### src/rtl/rab_l1_slice_programmer_if.sv
// AXI4-Lite bundle for the RAB configuration port.
// The master modport is the slice programmer side, the slave modport is the RAB config slave side.
interface rab_l1_slice_programmer_if #(
    parameter int AW = 32,
    parameter int DW = 32
);
    logic [AW-1:0]   awaddr;
    logic            awvalid;
    logic            awready;
    logic [DW-1:0]   wdata;
    logic [DW/8-1:0] wstrb;
    logic            wvalid;
    logic            wready;
    logic [1:0]      bresp;
    logic            bvalid;
    logic            bready;
    logic [AW-1:0]   araddr;
    logic            arvalid;
    logic            arready;
    logic [DW-1:0]   rdata;
    logic [1:0]      rresp;
    logic            rvalid;
    logic            rready;

    modport master (
        output awaddr, awvalid, input awready,
        output wdata, wstrb, wvalid, input wready,
        input  bresp, bvalid, output bready,
        output araddr, arvalid, input arready,
        input  rdata, rresp, rvalid, output rready
    );

    modport slave (
        input  awaddr, awvalid, output awready,
        input  wdata, wstrb, wvalid, output wready,
        output bresp, bvalid, input bready,
        input  araddr, arvalid, output arready,
        output rdata, rresp, rvalid, input rready
    );
endinterface

### src/rtl/rab_l1_slice_programmer.sv
// Programs one RAB L1 TLB slice (VA start, VA end, PA, flags) over AXI4-Lite per command.
// Define RAB_CFG_READBACK_EN to read all four words back and compare them after writing.
module rab_l1_slice_programmer #(
    parameter int          AW           = 32,
    parameter int          DW           = 32,
    parameter int          N_SLICES     = 16,
    parameter logic [31:0] SLICE_BASE   = 32'h20,
    parameter logic [31:0] SLICE_STRIDE = 32'h20
) (
    input  logic                      Clk_CI,
    input  logic                      Rst_RBI,
    input  logic                      CmdValid_SI,
    output logic                      CmdReady_SO,
    input  logic [$clog2(N_SLICES):0] CmdSlice_DI,
    input  logic [AW-1:0]             CmdVaStart_DI,
    input  logic [AW-1:0]             CmdVaEnd_DI,
    input  logic [AW-1:0]             CmdPa_DI,
    input  logic [2:0]                CmdFlags_DI,
    output logic                      RspValid_SO,
    input  logic                      RspReady_SI,
    output logic [1:0]                RspCode_SO,
    output logic [1:0]                RspFailIdx_SO,
    rab_l1_slice_programmer_if.master m_axi4lite
);
    localparam int SW = $clog2(N_SLICES) + 1;

    localparam logic [2:0] S_IDLE   = 3'd0;
    localparam logic [2:0] S_WR_REQ = 3'd1;
    localparam logic [2:0] S_WR_RSP = 3'd2;
    localparam logic [2:0] S_RD_REQ = 3'd3;
    localparam logic [2:0] S_RD_RSP = 3'd4;
    localparam logic [2:0] S_RSP    = 3'd5;

    localparam logic [1:0] RSP_OK        = 2'b00;
    localparam logic [1:0] RSP_BAD_SLICE = 2'b01;
    localparam logic [1:0] RSP_BUS_ERR   = 2'b10;
    localparam logic [1:0] RSP_MISMATCH  = 2'b11;

    logic [2:0]    r_state;
    logic [SW-1:0] r_slice;
    logic [AW-1:0] r_va_start;
    logic [AW-1:0] r_va_end;
    logic [AW-1:0] r_pa;
    logic [2:0]    r_flags;
    logic [1:0]    r_k;
    logic          r_awvalid;
    logic          r_wvalid;
    logic          r_bready;
    logic [AW-1:0] r_awaddr;
    logic [DW-1:0] r_wdata;
    logic          r_rsp_valid;
    logic [1:0]    r_rsp_code;
    logic [1:0]    r_rsp_fail_idx;

    logic          w_cmd_fire;
    logic          w_bad_slice;
    logic          w_aw_fire;
    logic          w_w_fire;
    logic          w_aw_done;
    logic          w_w_done;
    logic          w_b_fire;
    logic          w_rsp_fire;
    logic [1:0]    w_next_k;

    // Word k of a slice lives at base + slice*stride + 8*k, wrapping at 2^AW.
    function automatic logic [AW-1:0] f_word_addr(input logic [SW-1:0] slice, input logic [1:0] k);
        f_word_addr = AW'(SLICE_BASE) + AW'(slice) * AW'(SLICE_STRIDE) + AW'({k, 3'b000});
    endfunction

    function automatic logic [DW-1:0] f_word_data(input logic [1:0] k);
        f_word_data = DW'(r_flags);
        case (k)
            2'd0:    f_word_data = DW'(r_va_start);
            2'd1:    f_word_data = DW'(r_va_end);
            2'd2:    f_word_data = DW'(r_pa);
            default: f_word_data = DW'(r_flags);
        endcase
    endfunction

    assign w_cmd_fire  = CmdValid_SI & CmdReady_SO;
    assign w_bad_slice = (CmdSlice_DI >= SW'(N_SLICES));
    assign w_aw_fire   = r_awvalid & m_axi4lite.awready;
    assign w_w_fire    = r_wvalid & m_axi4lite.wready;
    assign w_aw_done   = w_aw_fire | ~r_awvalid;
    assign w_w_done    = w_w_fire | ~r_wvalid;
    assign w_b_fire    = r_bready & m_axi4lite.bvalid;
    assign w_rsp_fire  = r_rsp_valid & RspReady_SI;
    assign w_next_k    = r_k + 2'd1;

`ifdef RAB_CFG_READBACK_EN
    logic          r_arvalid;
    logic [AW-1:0] r_araddr;
    logic          r_rready;
    logic          w_ar_fire;
    logic          w_r_fire;

    assign w_ar_fire = r_arvalid & m_axi4lite.arready;
    assign w_r_fire  = r_rready & m_axi4lite.rvalid;
`else
    logic w_unused_rd;
    assign w_unused_rd = ^{m_axi4lite.arready, m_axi4lite.rdata, m_axi4lite.rresp, m_axi4lite.rvalid};
`endif

    // Command sequencer: four posted writes (flags last so the slice enables only once fully
    // described), optional readback, then a held response until the agent accepts it.
    always_ff @(posedge Clk_CI or negedge Rst_RBI) begin
        if (!Rst_RBI) begin
            r_state        <= S_IDLE;
            r_slice        <= '0;
            r_va_start     <= '0;
            r_va_end       <= '0;
            r_pa           <= '0;
            r_flags        <= '0;
            r_k            <= 2'd0;
            r_awvalid      <= 1'b0;
            r_wvalid       <= 1'b0;
            r_bready       <= 1'b0;
            r_awaddr       <= '0;
            r_wdata        <= '0;
            r_rsp_valid    <= 1'b0;
            r_rsp_code     <= RSP_OK;
            r_rsp_fail_idx <= 2'd0;
`ifdef RAB_CFG_READBACK_EN
            r_arvalid      <= 1'b0;
            r_araddr       <= '0;
            r_rready       <= 1'b0;
`endif
        end else begin
            case (r_state)
                S_IDLE: begin
                    if (w_cmd_fire) begin
                        r_slice    <= CmdSlice_DI;
                        r_va_start <= CmdVaStart_DI;
                        r_va_end   <= CmdVaEnd_DI;
                        r_pa       <= CmdPa_DI;
                        r_flags    <= CmdFlags_DI;
                        r_k        <= 2'd0;
                        if (w_bad_slice) begin
                            r_state        <= S_RSP;
                            r_rsp_valid    <= 1'b1;
                            r_rsp_code     <= RSP_BAD_SLICE;
                            r_rsp_fail_idx <= 2'd0;
                        end else begin
                            r_state   <= S_WR_REQ;
                            r_awvalid <= 1'b1;
                            r_wvalid  <= 1'b1;
                            r_awaddr  <= f_word_addr(CmdSlice_DI, 2'd0);
                            r_wdata   <= DW'(CmdVaStart_DI);
                        end
                    end
                end

                S_WR_REQ: begin
                    if (w_aw_fire) r_awvalid <= 1'b0;
                    if (w_w_fire)  r_wvalid  <= 1'b0;
                    if (w_aw_done && w_w_done) begin
                        r_state  <= S_WR_RSP;
                        r_bready <= 1'b1;
                    end
                end

                S_WR_RSP: begin
                    if (w_b_fire) begin
                        r_bready <= 1'b0;
                        if (m_axi4lite.bresp != 2'b00) begin
                            r_state        <= S_RSP;
                            r_rsp_valid    <= 1'b1;
                            r_rsp_code     <= RSP_BUS_ERR;
                            r_rsp_fail_idx <= r_k;
                        end else if (r_k != 2'd3) begin
                            r_k       <= w_next_k;
                            r_state   <= S_WR_REQ;
                            r_awvalid <= 1'b1;
                            r_wvalid  <= 1'b1;
                            r_awaddr  <= f_word_addr(r_slice, w_next_k);
                            r_wdata   <= f_word_data(w_next_k);
                        end else begin
`ifdef RAB_CFG_READBACK_EN
                            r_k       <= 2'd0;
                            r_state   <= S_RD_REQ;
                            r_arvalid <= 1'b1;
                            r_araddr  <= f_word_addr(r_slice, 2'd0);
`else
                            r_state        <= S_RSP;
                            r_rsp_valid    <= 1'b1;
                            r_rsp_code     <= RSP_OK;
                            r_rsp_fail_idx <= 2'd0;
`endif
                        end
                    end
                end

`ifdef RAB_CFG_READBACK_EN
                S_RD_REQ: begin
                    if (w_ar_fire) begin
                        r_arvalid <= 1'b0;
                        r_rready  <= 1'b1;
                        r_state   <= S_RD_RSP;
                    end
                end

                S_RD_RSP: begin
                    if (w_r_fire) begin
                        r_rready <= 1'b0;
                        if (m_axi4lite.rresp != 2'b00) begin
                            r_state        <= S_RSP;
                            r_rsp_valid    <= 1'b1;
                            r_rsp_code     <= RSP_BUS_ERR;
                            r_rsp_fail_idx <= r_k;
                        end else if (m_axi4lite.rdata != f_word_data(r_k)) begin
                            r_state        <= S_RSP;
                            r_rsp_valid    <= 1'b1;
                            r_rsp_code     <= RSP_MISMATCH;
                            r_rsp_fail_idx <= r_k;
                        end else if (r_k != 2'd3) begin
                            r_k       <= w_next_k;
                            r_state   <= S_RD_REQ;
                            r_arvalid <= 1'b1;
                            r_araddr  <= f_word_addr(r_slice, w_next_k);
                        end else begin
                            r_state        <= S_RSP;
                            r_rsp_valid    <= 1'b1;
                            r_rsp_code     <= RSP_OK;
                            r_rsp_fail_idx <= 2'd0;
                        end
                    end
                end
`else
                S_RD_REQ, S_RD_RSP: begin
                    r_state <= S_IDLE;
                end
`endif

                S_RSP: begin
                    if (w_rsp_fire) begin
                        r_rsp_valid <= 1'b0;
                        r_state     <= S_IDLE;
                    end
                end

                default: begin
                    r_state <= S_IDLE;
                end
            endcase
        end
    end

    assign CmdReady_SO   = (r_state == S_IDLE);
    assign RspValid_SO   = r_rsp_valid;
    assign RspCode_SO    = r_rsp_code;
    assign RspFailIdx_SO = r_rsp_fail_idx;

    assign m_axi4lite.awaddr  = r_awaddr;
    assign m_axi4lite.awvalid = r_awvalid;
    assign m_axi4lite.wdata   = r_wdata;
    assign m_axi4lite.wstrb   = '1;
    assign m_axi4lite.wvalid  = r_wvalid;
    assign m_axi4lite.bready  = r_bready;

`ifdef RAB_CFG_READBACK_EN
    assign m_axi4lite.araddr  = r_araddr;
    assign m_axi4lite.arvalid = r_arvalid;
    assign m_axi4lite.rready  = r_rready;
`else
    assign m_axi4lite.araddr  = '0;
    assign m_axi4lite.arvalid = 1'b0;
    assign m_axi4lite.rready  = 1'b1;
`endif
endmodule
### src/flat_wrapper.sv
// flat-port wrapper written by rule: the top's interface ports become plain ports
module rab_l1_slice_programmer_flat 
#(
    parameter int          AW           = 32,
    parameter int          DW           = 32,
    parameter int          N_SLICES     = 16,
    parameter logic [31:0] SLICE_BASE   = 32'h20,
    parameter logic [31:0] SLICE_STRIDE = 32'h20
)
  (Clk_CI, Rst_RBI, CmdValid_SI, CmdReady_SO, CmdSlice_DI, CmdVaStart_DI, CmdVaEnd_DI, CmdPa_DI, CmdFlags_DI, RspValid_SO, RspReady_SI, RspCode_SO, RspFailIdx_SO, m_axi4lite_awaddr, m_axi4lite_awvalid, m_axi4lite_awready, m_axi4lite_wdata, m_axi4lite_wstrb, m_axi4lite_wvalid, m_axi4lite_wready, m_axi4lite_bresp, m_axi4lite_bvalid, m_axi4lite_bready, m_axi4lite_araddr, m_axi4lite_arvalid, m_axi4lite_arready, m_axi4lite_rdata, m_axi4lite_rresp, m_axi4lite_rvalid, m_axi4lite_rready);
  rab_l1_slice_programmer_if #(.AW(AW), .DW(DW)) m_axi4lite_i ();
  input  logic Clk_CI;
  input  logic Rst_RBI;
  input  logic CmdValid_SI;
  output logic CmdReady_SO;
  input  logic [$clog2(N_SLICES):0] CmdSlice_DI;
  input  logic [AW-1:0] CmdVaStart_DI;
  input  logic [AW-1:0] CmdVaEnd_DI;
  input  logic [AW-1:0] CmdPa_DI;
  input  logic [2:0] CmdFlags_DI;
  output logic RspValid_SO;
  input  logic RspReady_SI;
  output logic [1:0] RspCode_SO;
  output logic [1:0] RspFailIdx_SO;
  output wire logic [$bits(m_axi4lite_i.awaddr)-1:0] m_axi4lite_awaddr;
  output wire logic [$bits(m_axi4lite_i.awvalid)-1:0] m_axi4lite_awvalid;
  input wire logic [$bits(m_axi4lite_i.awready)-1:0] m_axi4lite_awready;
  output wire logic [$bits(m_axi4lite_i.wdata)-1:0] m_axi4lite_wdata;
  output wire logic [$bits(m_axi4lite_i.wstrb)-1:0] m_axi4lite_wstrb;
  output wire logic [$bits(m_axi4lite_i.wvalid)-1:0] m_axi4lite_wvalid;
  input wire logic [$bits(m_axi4lite_i.wready)-1:0] m_axi4lite_wready;
  input wire logic [$bits(m_axi4lite_i.bresp)-1:0] m_axi4lite_bresp;
  input wire logic [$bits(m_axi4lite_i.bvalid)-1:0] m_axi4lite_bvalid;
  output wire logic [$bits(m_axi4lite_i.bready)-1:0] m_axi4lite_bready;
  output wire logic [$bits(m_axi4lite_i.araddr)-1:0] m_axi4lite_araddr;
  output wire logic [$bits(m_axi4lite_i.arvalid)-1:0] m_axi4lite_arvalid;
  input wire logic [$bits(m_axi4lite_i.arready)-1:0] m_axi4lite_arready;
  input wire logic [$bits(m_axi4lite_i.rdata)-1:0] m_axi4lite_rdata;
  input wire logic [$bits(m_axi4lite_i.rresp)-1:0] m_axi4lite_rresp;
  input wire logic [$bits(m_axi4lite_i.rvalid)-1:0] m_axi4lite_rvalid;
  output wire logic [$bits(m_axi4lite_i.rready)-1:0] m_axi4lite_rready;
  assign m_axi4lite_awaddr = m_axi4lite_i.awaddr;
  assign m_axi4lite_awvalid = m_axi4lite_i.awvalid;
  assign m_axi4lite_i.awready = m_axi4lite_awready;
  assign m_axi4lite_wdata = m_axi4lite_i.wdata;
  assign m_axi4lite_wstrb = m_axi4lite_i.wstrb;
  assign m_axi4lite_wvalid = m_axi4lite_i.wvalid;
  assign m_axi4lite_i.wready = m_axi4lite_wready;
  assign m_axi4lite_i.bresp = m_axi4lite_bresp;
  assign m_axi4lite_i.bvalid = m_axi4lite_bvalid;
  assign m_axi4lite_bready = m_axi4lite_i.bready;
  assign m_axi4lite_araddr = m_axi4lite_i.araddr;
  assign m_axi4lite_arvalid = m_axi4lite_i.arvalid;
  assign m_axi4lite_i.arready = m_axi4lite_arready;
  assign m_axi4lite_i.rdata = m_axi4lite_rdata;
  assign m_axi4lite_i.rresp = m_axi4lite_rresp;
  assign m_axi4lite_i.rvalid = m_axi4lite_rvalid;
  assign m_axi4lite_rready = m_axi4lite_i.rready;
  rab_l1_slice_programmer #(.AW(AW), .DW(DW), .N_SLICES(N_SLICES), .SLICE_BASE(SLICE_BASE), .SLICE_STRIDE(SLICE_STRIDE)) u_core (.Clk_CI(Clk_CI), .Rst_RBI(Rst_RBI), .CmdValid_SI(CmdValid_SI), .CmdReady_SO(CmdReady_SO), .CmdSlice_DI(CmdSlice_DI), .CmdVaStart_DI(CmdVaStart_DI), .CmdVaEnd_DI(CmdVaEnd_DI), .CmdPa_DI(CmdPa_DI), .CmdFlags_DI(CmdFlags_DI), .RspValid_SO(RspValid_SO), .RspReady_SI(RspReady_SI), .RspCode_SO(RspCode_SO), .RspFailIdx_SO(RspFailIdx_SO), .m_axi4lite(m_axi4lite_i));
endmodule
### config.mk
export PLATFORM = sky130hd
export DESIGN_NAME = rab_l1_slice_programmer_flat
export DESIGN_NICKNAME = d
export VERILOG_FILES = /design/src/rtl/rab_l1_slice_programmer_if.sv /design/src/rtl/rab_l1_slice_programmer.sv /design/src/flat_wrapper.sv
export SDC_FILE = /design/constraint.sdc
export NUM_CORES = 1
export LEC_CHECK = 0
export ABC_AREA = 1
export CAP_MARGIN = 20
export CORE_ASPECT_RATIO = 1.1
export CORE_UTILIZATION = 46
export CTS_CLUSTER_SIZE = 30
export DETAILED_ROUTE_END_ITERATION = 8
export PLACE_DENSITY = 0.89
export SLEW_MARGIN = 0
export SYNTH_ARGS = -nofsm -noshare
export SYNTH_HDL_FRONTEND = slang
export SYNTH_SLANG_ARGS = --single-unit
### constraint.sdc
create_clock -name Clk_CI -period 2.3 [get_ports Clk_CI]
set_clock_uncertainty 0.15 [all_clocks]
set_input_delay 0.23 -clock Clk_CI [delete_from_list [all_inputs] [get_ports Clk_CI]]
set_output_delay 0.23 -clock Clk_CI [all_outputs]
set_load 0.02 [all_outputs]
==> results of run 1 <==
-- cells in the final DEF (no fill, tap or decap), types with 2 or more instances in the layout --
cell type	Yosys	final
ha_1	6	6
buf_4	65	9
a21oi_1	8	8
inv_2	3	2
clkdlybuf4s50_1	0	159
o21ai_1	23	23
nor2_4	2	3
dfrtp_1	157	157
nor2_1	14	13
nand2_1	497	497
nand2_2	3	3
o21ai_0	20	20
inv_1	16	16
clkbuf_1	20	6
clkinv_2	0	6
clkinvlp_4	0	2
buf_12	0	7
a22oi_1	32	32
clkbuf_16	0	17
nor2_2	2	2
nand4_1	4	4
nand3_1	48	48
conb_1	2	62
nand3_2	2	2
-- cell usage after synthesis (all sizes together) --
master	count	area share, %
nand4	4	0.33
inv	19	0.94
nand2	501	25
ha	6	0.99
buf	90	8.5
o22ai	1	0.083
xnor2	1	0.12
nor3	1	0.066
o21ai	43	2.8
clkbuf	20	0.99
a22oi	32	3.2
a21oi	8	0.53
nand3	50	3.4
dfrtp	157	52
conb	2	0.099
nor2	18	1.2
-- metrics by stage --
step,area [µm²],total power [mW],std cells,hold WS (ps),setup slack (ps)
floorplan,7810,8.44,1013,-216,501
global placement,9170,10.3,1280,-107,308
detailed placement,9170,10.5,1280,-105,283
CTS,9700,13.1,1312,14.0,12.0
global route,9700,14.0,1312,31.7,224
finish,9700,13.0,1312,46.2,385
-- logic make-up (layout without fill, tap and decap cells) --
kind of cell,after synthesis,in the layout
compound gates,84,84
xor+xnor,1,1
fa+ha+maj,6,6
buf+inv,129,228
flops,157,157
other cells,2,62
simple gates,574,574
-- sequential cells by signal, summed over array words and instances (netlist names) --
name / count
u_core.RspCode_SO: 2
u_core.RspFailIdx_SO: 2
u_core.RspValid_SO: 1
u_core.m_axi4lite.awaddr: 8
u_core.m_axi4lite.awvalid: 1
u_core.m_axi4lite.bready: 1
u_core.m_axi4lite.wdata: 32
u_core.m_axi4lite.wvalid: 1
u_core.r_flags: 3
u_core.r_k: 2
u_core.r_pa: 32
u_core.r_slice: 5
u_core.r_state: 3
u_core.r_va_end: 32
u_core.r_va_start: 32
-- layer usage --
layer / global-route usage [%] / share of wire (%) / up-vias
li1: - / - / 3165
met2: 38.7 / 51 / 258
met5: 0 / 0 / -
met1: 29.0 / 42 / 3116
met3: 3.13 / 5.3 / 20
met4: 10.1 / 1.6 / 0
-- worst paths after layout --
check                                              startpoint                                     end  depth (start not counted)
worst min register to register    u_core.r_pa[24]$_DFFE_PN0P_             u_core.r_pa[24]$_DFFE_PN0P_                          2
worst min-delay path                                  Rst_RBI             u_core.r_pa[11]$_DFFE_PN0P_                          2
min in group Clk_CI                           CmdVaEnd_DI[14]         u_core.r_va_end[14]$_DFFE_PN0P_                          3
max in group asynchronous                             Rst_RBI        u_core.r_va_start[2]$_DFFE_PN0P_                          3
worst max-delay path            u_core.r_state[0]$_DFFE_PN0P_  u_core.m_axi4lite.wdata[0]$_DFFE_PN0P_                          8
worst max register to register  u_core.r_state[0]$_DFFE_PN0P_  u_core.m_axi4lite.wdata[0]$_DFFE_PN0P_                          8
-- where the power goes --
| part | internal [mW] | leakage [nW] | switching [mW] |
|---|---|---|---|
| combinational | 2.20 | 2.72 | 3.45 |
| clock | 1.47 | 0.251 | 1.06 |
| sequential | 4.06 | 1.97 | 0.758 |
| total | 7.73 | 4.93 | 5.26 |
-- repair_timing --
action / in CTS / in global routing
cloned: 0 / 0
hold buffers: 1 / 0
gates resized for setup: 1 / 1
pin swaps: 0 / 1
endpoints found under the setup margin: 1 / 1
hold endpoints to repair: 157 / 0
-- layout make-up --
type,instances,area (µm²)
multi-input combinational,727,3100
timing repair buffer,178,1830
tap,200,250
sequential,157,3930
inverter,19,72.6
clock inverter,8,70.1
clock buffer,23,448
fill,1337,6210
==> impl_results.md, run 1 <==
* Synthesized area at 7590 µm²
* Core ar. at 15900 µm²
* Die X at 124 µm
* First-pass GRT wire length at 30600 µm
* Root buffer cell: clkbuf_16
* Layout cells sized above 1 at 5.04%
* Ports at 260
* Synthesized instance count at 953
* Library cells used by synthesis at 25
* GRT Overall Usage at 22.7%
* Main combinational cell family by area after synthesis: simple AND/OR/NAND/NOR gates
* R2R setup slack at 390 ps
* Status: finished clean
* CP Data Required Time at 2440 ps
* GPL Wtd Cong at 0.924
* Final core utilization at 61.0%
* GRT Residual Overflow at 0
* Clock Tree Buf Depth at 2
* CP dominant cell by count: nor2_4
* Final net count at 1255
* Endpoint kind of the worst setup timing path: flop
* Max-Cap Viols at 0
* # diodes at 0
* Critical Path Source Type: flop
* Chip height at 137 µm
* Share of the yosys chip area belonging to registers at 51.8%
* H-tree depth at 4
* # setup viols final at 0
* Maximum fanout along the worst path at 25
* Port Buffers at 161
* CP peak stage delay at 430 ps
* Synth Area in XOR/XNOR at 0.115%
* Worst-Skew Late Latency at 420 ps
* Inserted Clock Buffers at 17
* Clock Sink Count at 157
* Area share of fa/ha/maj cells after synthesis at 0.990%
* DR vias at 6559
* Maximum clock rate at 0.522 GHz
* Slowest CP cell: dfrtp_1
* Crit share post-route at 83.3%
* Largest net degree at the start of global routing at 104
* Vias in the first global route at 6254
* Wirelength per Cell at 14.4 µm
* Slew margin rel. at 53.2%
* Vias per std cell at 5.00
* Min-delay worst type: input pin to asynchronous set/reset pin
* FF+latch count, synth at 157
* Placed wire-length estimate at 12500 µm
* DRT Wirelength at 18800 µm
* # rows at 48
* Crit path DAT at 2050 ps
* CP Cell Sequence: nor2_4, buf_4, nand3_2, nand2_2, nor2_4, nand2_4, buf_12, o21ai_0
* RSZ-0062 raised after global routing: no
* Final TNS setup at 0 ps
* WS Path Type: flop to flop
* Final min period at 1910 ps
* Pwr dens at 1340 nW/µm²
* Post-synthesis compound-gate area fraction at 6.61%
* Final hold violation count at 0
* Max IR drop VDD at 0.633 mV
* Post-Syn Area per Cell at 7.96 µm²
* CTS tree: yes
* Mux share of post-synthesis cell area at 0%
* Die area at 17000 µm²
* Initial antenna violation count at 0
* Max Transition Viols Final at 0
* Slew @ Worst Pin at 701 ps
* Drt pass-1 iters at 5
* DRC errors left at 0
* Antenna viol nets, final at 0
* Initial Util at 47.7%
* Cell family with the largest share of critical-path delay: simple AND/OR/NAND/NOR gates
* Synth warn at 0
* Post-Synth Simple-Gate Area at 30.0%
* Reg clk slew, reported paths at 60 ps
* Area growth syn-to-layout at 27.9%
* Initial drt markers at 506
* Post-CTS setup buffers at 0
* Leak at 4.93 nW
* Buf+Inv Stages, Crit Path at 2
(Power assumes the default switching activity.)
==> run 2, diff against run 1 <==
Settings changed: CORE_UTILIZATION 46 to 42, PLACE_DENSITY 0.89 to 0.86.
Clock period 2.3 ns to 1.6 ns, I/O delays scaled along.
==> run 2 against run 1 <==
Against the previous run: the flow now finishes with violations (negative setup slack); wire length up 47%; cell area up 31%; hold slack worse by 45 ps; clock power up 92%; die area up 9.4%; highest routed layer unchanged; largest cell class is now multi-input combinational cells; register-to-register slack worse by 630 ps.
==> impl_results.md, run 2 (synthesis results as in run 1) <==
* Status: finished, violations left
* Failing checks: negative setup slack
* GRT Overall Usage at 25.5% (+2.8 points)
* Final net count at 1351 (+7.6%)
* CP Cell Sequence: nor2_4, nand2_4, nor2_4, buf_12, clkinv_8, buf_12, clkbuf_16, nand2_4, nand2_1
* First-pass GRT wire length at 35800 µm (+17%)
* Final instance area at 12700 µm² (+31%)
* Clock Tree Buf Depth at 2 (unchanged)
* R2R setup slack at -250 ps (-630 ps)
* CP peak stage delay at 430 ps (about the same)
* Clock power frac at 18.6% (-0.8 points)
* Initial Util at 42.9% (-4.7 points)
* Ports at 260 (unchanged)
* Worst r2r path cells at 9 (+1)
* Maximum fanout along the worst path at 8 (-68%)
* Chip height at 143 µm (+4.6%)
* Die X at 130 µm (+4.6%)
* Initial drt markers at 666 (+32%)
* Area growth syn-to-layout at 67.4%
* Post-route insts no fill at 1449 (+10%)
* WS Path Type: flop to flop
* Final hold violation count at 0 (unchanged)
* Sw Ratio at 41.2% (+0.66 points)
* Largest net degree at the start of global routing at 58 (-44%)
* DRT Wirelength at 27700 µm (+47%)
* Core ar. at 17700 µm² (+11%)
* Buf+Inv Stages, Crit Path at 4 (+2)
* Commonest non-fill, non-tap cell in the layout: nand2_1
* Die area at 18600 µm² (+9.4%)
* Final worst slack at -247 ps (-632 ps)
* Worst reg2reg endpoint: u_core.r_va_end[23]$_DFFE_PN0P_
* GRT Residual Overflow at 0 (unchanged)
* Port Buffers at 161 (unchanged)
* Slowest CP cell: dfrtp_1
* # rows at 51 (+6.3%)
* Max IR drop VDD at 1.00 mV (+58%)
* Critical path launch point: u_core.r_state[2]$_DFFE_PN0P_
* Root buffer cell: clkbuf_16
* Sw Pwr at 10.7 mW (+100%)
* Antenna viol nets, final at 0 (unchanged)
* Most frequent cells in the layout: 275 x nand2_1, 155 x dfrtp_1, 140 x nand2_2, 111 x clkdlybuf4s50_1, 86 x nand2_4
* # setup viols final at 158 (+158)
* P_int at 15.3 mW (+98%)
* Maximum clock rate at 0.542 GHz (+3.7%)
* Min-delay worst type: input pin to asynchronous set/reset pin
* Slew margin rel. at 51.7% (-1.6 points)
* DR vias at 7693 (+17%)
* DRC errors left at 0 (unchanged)
* Crit path DAT at 2030 ps (-20 ps)
* GPL Wtd Cong at 0.838 (-9.3%)
* Worst-Skew Late Latency at 440 ps (+20 ps)
* Initial antenna violation count at 2 (+2)
* Cell family with the largest share of critical-path delay: buffers and inverters
* Crit share post-route at 115% (+32 points)
* CTS tree: yes
* Max-Cap Viols at 0 (unchanged)
* Leak at 6.36 nW (+29%)
* Max Transition Viols Final at 0 (unchanged)
* Placed Instances at 1356 (+5.9%)
* Drt pass-1 iters at 5 (unchanged)
* Reg2Reg Launch Point: u_core.r_state[2]$_DFFE_PN0P_
* Endpoint kind of the worst setup timing path: flop
* Fill cells at 1148 (-14%)
* RSZ-0062 raised after global routing: yes
* Pwr dens at 2050 nW/µm² (+53%)
* Final core utilization at 71.8% (+11 points)
* Critical Path Source Type: flop
* Critical path depth at 9 (+1)
* Layout cells sized above 1 at 34.2% (+29 points)
* Vias per std cell at 5.31 (+6.2%)
* Placement-stage cell area at 9660 µm² (+5.4%)
* Reg clk slew, reported paths at 60 ps (about the same)
* Placed wire-length estimate at 14000 µm (+12%)
* Inserted Clock Buffers at 17 (unchanged)
* Wirelength per Cell at 19.1 µm (+33%)
* Clock Sink Count at 157 (unchanged)
* Logic pwr share at 52.8% (+9.3 points)
* H-tree depth at 4 (unchanged)
* Crit path to: u_core.r_va_end[23]$_DFFE_PN0P_
* Final min period at 1850 ps (-68.4 ps)
* CP Data Required Time at 1780 ps (-660 ps)
* Sequential Power Share at 28.6% (-8.5 points)
* Slew @ Worst Pin at 717 ps (+15.8 ps)
* Vias in the first global route at 7214 (+15%)
## run 2: cell types whose count changed in the layout (fill, tap and decap cells not counted), sizes merged, moves of 6 or more
cell / change
buf: +74
bufinv: +6
clkbuf: +15
clkdlybuf4s50: -48
dlygate4sd2: +48
## run 2: area by class of cell
cell class	instances	area, µm²	share of cell area [%]
multi-input combinational	730	4300	33.9
timing repair inverter	1	20.0	0.158
antenna	2	5.00	0.0394
tap	238	298	2.35
sequential	157	3930	31.0
clock inverter	11	236	1.86
inverter	19	88.8	0.700
timing repair buffer	270	3360	26.4
clock buffer	21	460	3.63
## run 2: worst min-delay path by stage
stage,to,from
floorplan,u_core.RspCode_SO[0]$_DFFE_PN0P_,Rst_RBI
global placement,u_core.m_axi4lite.wdata[29]$_DFFE_PN0P_,Rst_RBI
detailed placement,u_core.m_axi4lite.wdata[28]$_DFFE_PN0P_,Rst_RBI
CTS,u_core.r_pa[0]$_DFFE_PN0P_,Rst_RBI
global route,u_core.m_axi4lite.wdata[29]$_DFFE_PN0P_,Rst_RBI
finish,u_core.m_axi4lite.wdata[28]$_DFFE_PN0P_,Rst_RBI
## run 2: repair_timing
item,4_1_cts,5_1_grt
endpoints found under the setup margin,201,158
gates resized for setup,170,302
pin swaps,13,73
hold buffers,1,0
cloned,15,20
endpoints found under the hold margin,157,0
setup buffers,15,13
## run 2: power by group through the flow
stage | registers [mW] | logic, mW | clock network [mW]
2_1_floorplan | 7.37 | 4.88 | 0
3_3_place_gp | 6.88 | 8.68 | 0
5_1_grt | 7.59 | 14.6 | 5.04
3_5_place_dp | 6.92 | 8.99 | 0
6_report | 7.45 | 13.7 | 4.85
4_1_cts | 6.95 | 10.4 | 4.83
## run 2: per-layer routing
metal / share of wire [%] / global-route usage, % / vias to the layer above
met2: 52 / 42.8 / 431
met3: 6.6 / 4.35 / 120
met5: 0 / 0 / -
li1: - / - / 3396
met4: 5.1 / 16.2 / 0
met1: 36 / 30.1 / 3746
## run 2: through the flow
step	hold WS, ps	setup TNS, ps	setup WS (ps)	total power [mW]
after floorplan	-286	-2760	-70.3	12.3
after global routing	26.6	-36180	-338	27.3
final	0.694	-25310	-247	26.0
after CTS	6.83	-18140	-158	22.2
after detailed placement	-114	-11980	-287	15.9
after global placement	-114	-7680	-174	15.6
==> run 3, diff against run 2 <==
Settings changed: SKIP_LAST_GASP set to 1.
==> run 3 against run 2 <==
Against the previous run: the run still ends with negative setup slack left; non-clock buffer count is 9 lower; setup slack worse by 5.3 ps; critical path depth stayed put; maximum frequency is 0.28% lower; clock-buffer cell count stayed put; hold slack better by 3.9 ps; sequential cell count stayed put; combinational power is 9% lower; power is 5.7% lower; clock power hardly changed; cell area is 5.7% lower; critical endpoint is now u_core.m_axi4lite.wdata[5]$_DFFE_PN0P_; largest power group unchanged.
==> impl_results.md, run 3 (synthesis results as in run 1) <==
* Maximum clock rate at 0.540 GHz (-0.28%)
* R2R setup slack at -250 ps (about the same)
* GPL Wtd Cong at 0.838 (unchanged)
* # rows at 51 (unchanged)
* Root buffer cell: clkbuf_16
* Crit path DAT at 2040 ps (about the same)
* Failing checks: negative setup slack
* Inserted Clock Buffers at 17 (unchanged)
* Final net count at 1342 (-0.67%)
* Die X at 130 µm (unchanged)
* Crit share post-route at 116% (+0.33 points)
* Chip height at 143 µm (unchanged)
* Commonest non-fill, non-tap cell in the layout: nand2_1
* Reg2Reg Launch Point: u_core.r_state[2]$_DFFE_PN0P_
* Maximum fanout along the worst path at 11 (+3)
* Max-Cap Viols at 0 (unchanged)
* Leak at 6.00 nW (-5.7%)
* Placement-stage cell area at 9660 µm² (unchanged)
* Layout cells sized above 1 at 25.7% (-8.6 points)
* Final core utilization at 67.8% (-4.1 points)
* Clock Sink Count at 157 (unchanged)
* Clock Tree Buf Depth at 2 (unchanged)
* # setup viols final at 158 (unchanged)
* Slew margin rel. at 61.4% (+9.7 points)
* Register area at 3930 µm² (unchanged)
* Pwr dens at 2050 nW/µm² (about the same)
* Final instance area at 12000 µm² (-5.7%)
* Final hold violation count at 0 (unchanged)
* Status: finished, violations left
* Wirelength per Cell at 17.7 µm (-7.4%)
* First-pass GRT wire length at 35700 µm (-0.11%)
* Port Buffers at 161 (unchanged)
* Worst r2r path cells at 9 (unchanged)
* DR vias at 7546 (-1.9%)
* Crit path to: u_core.m_axi4lite.wdata[5]$_DFFE_PN0P_
* CTS tree: yes
* DRT Wirelength at 25500 µm (-8.0%)
* Die area at 18600 µm² (unchanged)
* Final TNS setup at -22230 ps (+3080 ps)
* Reg clk slew, reported paths at 60 ps (about the same)
* Worst reg2reg endpoint: u_core.m_axi4lite.wdata[5]$_DFFE_PN0P_
* Final min period at 1850 ps (+5.25 ps)
* Antenna viol nets, final at 0 (unchanged)
* Final worst slack at -252 ps (-5.25 ps)
* Max IR drop VDD at 0.950 mV (-5.1%)
* GRT Residual Overflow at 0 (unchanged)
* DRC errors left at 0 (unchanged)
* Area of the multi-input gates at 3860 µm² (-10%)
* Most frequent cells in the layout: 369 x nand2_1, 155 x dfrtp_1, 111 x clkdlybuf4s50_1, 84 x nand2_2, 62 x conb_1
* Area growth syn-to-layout at 57.9%
* Largest net degree at the start of global routing at 58 (unchanged)
* Initial Util at 42.9% (unchanged)
* Fill cells at 1277 (+11%)
* Critical Path Source Type: flop
* Drt pass-1 iters at 6 (+1)
* Max Transition Viols Final at 0 (unchanged)
* Initial drt markers at 473 (-29%)
* Vias per std cell at 5.24 (-1.3%)
* Ports at 260 (unchanged)
* Vias in the first global route at 7211 (-0.042%)
* Placed wire-length estimate at 14000 µm (unchanged)
* RSZ-0062 raised after global routing: yes
* CP Data Required Time at 1790 ps (about the same)
* H-tree depth at 4 (unchanged)
* Core ar. at 17700 µm² (unchanged)
* WS Path Type: flop to flop
* Slew @ Worst Pin at 573 ps (-144 ps)
* Min-delay worst type: input pin to asynchronous set/reset pin
* Critical path launch point: u_core.r_state[2]$_DFFE_PN0P_
* Endpoint kind of the worst setup timing path: flop
* Initial antenna violation count at 2 (unchanged)
* Worst-Skew Late Latency at 430 ps (about the same)
* GRT Overall Usage at 25.4% (-0.057 points)
==> run 3: metrics by stage <==
stage	instances	hold slack (ps)	setup slack (ps)	power, mW
final	1440	4.60	-252	24.6
after detailed placement	1356	-114	-287	15.9
after CTS	1417	6.83	-162	22.1
after global placement	1356	-114	-174	15.6
after global routing	1440	35.0	-323	25.8
after floorplan	1013	-286	-70.3	12.3
==> run 3: layer usage <==
metal / part of all wire [%] / vias to the layer above / GRT usage, %
met5: 0 / - / 0
met4: 4.6 / 0 / 16.2
met3: 5.9 / 99 / 4.27
met2: 52 / 395 / 42.9
met1: 38 / 3678 / 30.0
li1: - / 3374 / -
==> run 3: how the worst min path moves through the flow <==
stage,from,to,slack (ps),depth (start not counted)
3_3_place_gp,Rst_RBI,u_core.m_axi4lite.wdata[29]$_DFFE_PN0P_,-110,1
5_1_grt,Rst_RBI,u_core.m_axi4lite.wdata[29]$_DFFE_PN0P_,30,2
3_5_place_dp,Rst_RBI,u_core.m_axi4lite.wdata[28]$_DFFE_PN0P_,-110,1
6_report,Rst_RBI,u_core.m_axi4lite.wdata[28]$_DFFE_PN0P_,5,2
2_1_floorplan,Rst_RBI,u_core.RspCode_SO[0]$_DFFE_PN0P_,-290,0
4_1_cts,Rst_RBI,u_core.r_pa[0]$_DFFE_PN0P_,7,2
==> run 3: timing repair <==
item                                    CTS  global route
gates cloned                             15            13
resized for setup                       147           167
pin swaps                                12            41
setup buffers                            15            11
hold endpoints to repair                157             0
hold buffers                              1             0
endpoints found under the setup margin  201           158
==> run 3: worst max-delay path, cell delays in order (launching register included) <==
cell and delay, ps:
dfrtp_1 420, nor2_4 80, buf_6 140, buf_6 110, nand3_4 60, nand2_4 60, nor2_4 220, nand2_8 140
clkbuf_16 200, o21ai_1 180
==> run 3: cell type report <==
type,count,area share (%)
timing repair inverter,1,0.0940
inverter,19,0.637
clock buffer,21,3.84
clock inverter,11,1.97
tap,238,2.49
timing repair buffer,261,25.8
multi-input combinational,730,32.3
antenna,2,0.0418
sequential,157,32.8
==> run 3: where the power goes <==
part / internal [mW] / switching (mW) / total (mW)
clock network: 3.16 / 1.66 / 4.83
registers: 5.85 / 1.45 / 7.30
logic: 5.65 / 6.79 / 12.4
total: 14.7 / 9.90 / 24.6
